<file path="src/rtl/mux_arb_n.sv">
// N-to-1 registered multiplexer with valid/ready handshakes.
// MODE=0 picks the channel on sel; MODE=1 arbitrates round-robin.
module mux_arb_n #(
    parameter int WIDTH = 8,
    parameter int N     = 4,
    parameter int MODE  = 0,
    localparam int SEL_W = (N > 1) ? $clog2(N) : 1
) (
    input  logic               clk,
    input  logic               rst,
    input  logic [N*WIDTH-1:0] in_data,
    input  logic [N-1:0]       in_valid,
    output logic [N-1:0]       in_ready,
    input  logic [SEL_W-1:0]   sel,
    output logic [WIDTH-1:0]   out_data,
    output logic               out_valid,
    input  logic               out_ready,
    output logic [SEL_W-1:0]   out_chan
);

    logic [WIDTH-1:0] ch_data [N];
    logic [SEL_W-1:0] ptr;
    logic [SEL_W-1:0] gnt;
    logic             gnt_vld;
    logic             load_en;
    logic             xfer;
    int               idx;

    assign load_en = !out_valid || out_ready;
    assign xfer    = |in_ready;

    for (genvar i = 0; i < N; i++) begin : g_lane
        assign ch_data[i]  = in_data[i*WIDTH +: WIDTH];
        assign in_ready[i] = gnt_vld && load_en && !rst && (gnt == SEL_W'(i));
    end

    // Round-robin scans from the highest offset down so the offset nearest
    // ptr is the last (and winning) assignment.
    always_comb begin
        gnt_vld = 1'b0;
        gnt     = '0;
        idx     = 0;
        if (MODE == 0) begin
            for (int i = 0; i < N; i++) begin
                if (32'(sel) == i && in_valid[i]) begin
                    gnt_vld = 1'b1;
                    gnt     = SEL_W'(i);
                end
            end
        end else begin
            for (int k = N - 1; k >= 0; k--) begin
                idx = (32'(ptr) + k) % N;
                if (in_valid[SEL_W'(idx)]) begin
                    gnt_vld = 1'b1;
                    gnt     = SEL_W'(idx);
                end
            end
        end
    end

    always_ff @(posedge clk) begin
        if (rst) begin
            out_valid <= 1'b0;
            out_data  <= '0;
            out_chan  <= '0;
        end else if (load_en) begin
            if (gnt_vld) begin
                out_valid <= 1'b1;
                out_data  <= ch_data[gnt];
                out_chan  <= gnt;
            end else begin
                out_valid <= 1'b0;
            end
        end
    end

    // ptr only moves on an accepted word; it stays 0 in select mode.
    always_ff @(posedge clk) begin
        if (rst) begin
            ptr <= '0;
        end else if (MODE == 1 && xfer) begin
            if (gnt == SEL_W'(N - 1)) ptr <= '0;
            else                      ptr <= gnt + 1'b1;
        end
    end

endmodule

</file>
<file path="config.mk">
export PLATFORM = sky130hd
export DESIGN_NAME = mux_arb_n
export DESIGN_NICKNAME = d
export VERILOG_FILES = /design/src/rtl/mux_arb_n.sv
export SDC_FILE = /design/constraint.sdc
export NUM_CORES = 1
export LEC_CHECK = 0
export CAP_MARGIN = 15
export CORE_MARGIN = 4
export CORE_UTILIZATION = 35
export DETAILED_ROUTE_END_ITERATION = 16
export PLACE_DENSITY_LB_ADDON = 0.2
export SLEW_MARGIN = 20
export SYNTH_ARGS = -nofsm -noshare
export SYNTH_HDL_FRONTEND = slang
export SYNTH_SLANG_ARGS = --single-unit
</file>
<file path="constraint.sdc">
create_clock -name clk -period 1.9 [get_ports clk]
set_input_delay 0.38 -clock clk [delete_from_list [all_inputs] [get_ports clk]]
set_output_delay 0.38 -clock clk [all_outputs]
set_load 0.01 [all_outputs]
</file>
* Word-level counts from Yosys, hierarchy flattened
Cells that the tools add are included.
Operators by class: equal/unequal tests 6, magnitude comparators 1, reduce and logical (&&, ||, !) cells 16, multiplexer cells 11, bitwise gates (word level) 1
Operator list (number):
- binary-select mux 8 bit (select 2 bit) | 1
- two-way mux 8 bit | 2
- logical AND 1 bit | 10
- == test 2 bit (second input constant) | 4
- two-way mux 1 bit | 6
- == test 2 x 1 -> 1 bit (second input constant) | 2
- zero test 2 bit | 2
- two-way mux 2 bit | 2
- >= comparator 3 bit (second input constant) | 1
- NOT 2 -> 3 bit | 1
- zero test 1 bit | 2
- AND reduction 2 bit | 1
- logical OR 1 bit | 1
Storage, ports and cells: output and inout bits 15, register bits 11, bits of input ports 41

* Logic depth before layout (Yosys ltp)
depth in word-level cells 9, mapped depth 6, depth with buffers taken out 4

* Worst setup path after synthesis
No wires, ideal clock.
path kind input -> output, start input port sel[1], end output port in_ready[2], setup slack 172 ps, required time 1520 ps, stages on the path 4, arrival time 1348 ps, buffers on the path 2, cell sequence buf_6 mux2_4 buf_8 a211oi_1
Between the ends: longest elaborated chain between the ends 9, elaborated cells on any way between the ends 19, those cells by class eq/ne: 4; mux: 7; reduce/logical: 8
RTL lines:
- from (decl) | line 14 | input logic [SEL_W-1:0] sel,
- zero test 2 bit | line 45 | if (32'(sel) == i && in_valid[i]) begin
- logical AND 1 bit | line 45
- two-way mux 1 bit (4 in series) | line 45
- logical AND 1 bit (2 in series) | line 34 | assign in_ready[i] = gnt_vld && load_en && !rst && (gnt == SEL_W'(i));
- logical AND 1 bit (*) | line 34
- to (decl) | line 13 | output logic [N-1:0] in_ready,
Every way passes the cells marked *; elsewhere a longest branch is shown, timed or not.

* Worst setup path after layout
start register out_valid, end output port in_ready[1]
Between the ends: longest elaborated chain between the ends 5
RTL lines:
- from (decl) | line 16 | output logic out_valid,
- from (signal assigned) | line 63 | out_valid <= 1'b0;
- from (signal assigned) | line 68 | out_valid <= 1'b1;
- from (signal assigned) | line 72 | out_valid <= 1'b0;
- zero test 1 bit | line 29 | assign load_en = !out_valid || out_ready;
- logical OR 1 bit | line 29
- logical AND 1 bit (3 in series) | line 34
No other way between the ends.

==> impl_metrics.py <==
metrics = {
    "setup_path": {
        "r2r_start": "out_valid$_SDFFE_PP0N_",
        "critical_path_class": "flop to output pin",
        "slowest_stage": "or3_4",
        "worstPathArrival_ns": 1.49,
        "cp.required_ns": 1.52,
        "cp_max_fo": 4,
        "critPathLaunch": "out_valid$_SDFFE_PP0N_",
        "cp-start-kind": "flop",
        "endpoint_kind": "output pin",
        "path_cells": "nor2b_4 -> or3_4 -> nand2_4 -> and3b_1 -> buf_2",
        "cpPeakStageDelay_ns": 0.41,
        "path_buf_inv": 1,
        "critPathTopFamily": "simple AND/OR/NAND/NOR gates",
    },
    "floorplanning": {
        "die_area_um2": 3280,
        "die_w_um": 57.2,
        "ioPinCount": 56,
        "floorplan.rows": 17,
        "core_um2": 2250,
        "die_h_um": 57.2,
        "start_util": 0.376,
    },
    "route": {
        "vias": 1077,
        "wl_per_cell_um": 15.2,
        "avgViaCountPerCell": 5.44,
        "drtIter0Drc": 43,
        "final_antenna_net_count": 0,
        "drt_wl_total_mm": 3.01,
        "firstDrtPassIters": 4,
        "drcViolationCount": 0,
    },
    "synth": {
        "ys_async_sr_fraction": 0,
        "synth.distinct_cells": 31,
        "syn-mean-instance-area_um2": 8.93,
        "synth_flop_cell": "dfxtp_1",
        "syn_inst": 95,
        "syn_area_um2": 848,
        "ys_warn_count": 0,
        "syn-num-nets": 136,
        "yosysSeqAreaShare": 0.260,
        "synth_seq_cells": 11,
        "synth_edf_count": 0,
    },
    "clock_tree": {
        "cts.sink_count": 11,
        "clk_pin_slew_ns": 0.07,
        "clkLatencyLatePin_ns": 0.27,
        "cts_inserted_buffers": 3,
        "cts_tree": "yes",
        "ctsHoldBuffers": 0,
        "cts-root-buf": "clkbuf_4",
        "htreeDepth": 1,
        "clockBufferDepth": 2,
    },
    "final_layout": {
        "num_antenna_cells": 0,
        "fillers": 181,
        "design_area_um2": 1600,
        "layout_commonest_cell": "clkdlybuf4s50_1",
        "drive_above_1_share": 0.376,
        "instances_no_fill": 198,
        "layout_common_cells": "clkdlybuf4s50_1 (44), buf_4 (22), dfxtp_1 (10)",
        "nets": 212,
        "area_growth_syn_to_layout_pct": 88.3,
    },
    "grt": {
        "grt_overflow_total": 0,
        "antenna_found_initial": 0,
        "use_met3": 0.0475,
        "grt.total_usage": 0.189,
        "grt_pass1_wl_mm": 4.82,
        "grt_pass1_vias": 1068,
        "grt_max_degree": 18,
        "busiest_layer": "met2",
        "grtUsageMet2": 0.328,
        "globalRouteMet1Util": 0.205,
    },
    "sta": {
        "fin_skew_ns": 0.00311,
        "post-route-period-util": 0.982,
        "fin_tns_setup_ns": 0,
        "drv_slew": 0,
        "period_needed_ns": 1.87,
        "tightest_slew_ns": 0.385,
        "hold_violations": 0,
        "max-slew-margin-rel": 0.742,
        "setup_viol": 0,
        "fmax_ghz": 0.536,
        "rsz0062_at_grt": "true",
    },
    "run_status": {
        "status": "completed",
    },
    "min_path": {
        "hold_path_class": "flop to flop",
        "holdCritStartpoint": "out_chan[0]$_SDFFE_PP0P_",
    },
    "placement": {
        "hpwlAfterDp_mm": 2.31,
        "io_buffers": 55,
        "dpl_cell_area_um2": 1500,
        "gp_congestion": 0.852,
        "dpl.cell_count": 187,
    },
    "power_and_ir_drop": {
        "power_leakage_nw": 0.662,
        "peakVddDrop_mv": 0.310,
        "total_power_uw": 780,
        "power_density_nw_per_um2": 488,
    },
    "run": {
        "maxCapViolCount": 0,
    },
}
==> worst paths after layout <==
check                                                 to  slack, ns  depth (start not counted)
worst max-delay path                         in_ready[1]       0.03                          5
worst min-delay path            out_chan[0]$_SDFFE_PP0P_       0.47                          2
worst max register to register  out_data[5]$_SDFFE_PP0P_       0.48                          7
worst min register to register  out_chan[0]$_SDFFE_PP0P_       0.47                          2
==> logic make-up after synthesis <==
family                 Yosys count  share of synthesized area
muxes                            3                     0.0472
AOI/OAI and AO/OA               40                      0.367
DFF                             11                      0.260
buffers and inverters           10                     0.0900
and+or+nand+nor                 31                      0.236
==> flip-flops by register name, indices dropped and copies added, names as in the netlist <==
| signal | flops |
|---|---|
| out_data | 8 |
| out_valid | 1 |
| out_chan | 2 |
==> area by class of cell <==
type	instances	area, um2	area share
well taps	28	35.0	0.0219
inverters	1	3.75	0.00235
multi-input cells	74	598	0.374
flip-flops and latches	11	221	0.139
repair buffers	80	713	0.446
clock buffers	4	26.3	0.0164
==> per-layer routing <==
layer  part of all wire  wire (um)
met1               0.40       1200
met5                  0          0
met2               0.49       1480
met3              0.070        211
met4              0.040        121
==> cells in the mapped netlist (3+ instances only) <==
cell type	count	area (um2)
nand3_1	3	15.0
a311oi_1	8	70.1
dfxtp_1	11	220
o21ai_1	8	40.0
and3_2	9	67.6
nor3_1	9	45.0
buf_2	3	15.0
a22oi_1	8	60.1
a21boi_2	8	90.1
a21oi_1	3	15.0
clkbuf_1	3	11.3
==> worst reg2reg max path: stages (launching register included) <==
cell and delay [ns]:
dfxtp_2 0.33, nor2b_4 0.12, buf_4 0.13, buf_4 0.13, nor3_4 0.21, buf_6 0.14, nor3_1 0.04, a311oi_1 0.23
==> through the flow <==
stage | worst slack [ns] | hold WS (ns) | utilization
4_1_cts | 0.00904 | 0.476 | 0.698
3_3_place_gp | -0.773 | 0.475 | 0.664
6_report | 0.0346 | 0.470 | 0.709
2_1_floorplan | 0.172 | 0.452 | -
3_5_place_dp | -0.813 | 0.466 | 0.664
5_1_grt | -0.0214 | 0.519 | 0.709
==> power by group <==
group | total, mW | switching [mW] | internal, mW | leakage, nW
clock network | 0.158 | 0.0766 | 0.0813 | 0.0150
registers | 0.266 | 0.0119 | 0.254 | 0.0913
logic | 0.355 | 0.142 | 0.213 | 0.556
total | 0.780 | 0.231 | 0.549 | 0.662
==> repair_timing <==
item	4_1_cts	5_1_grt
resized for setup	34	8
pin swaps	4	9
cloned	0	1
buffers inserted	6	1
setup endpoints to repair	13	10
No activity file was read; power rests on OpenSTA's default activity.
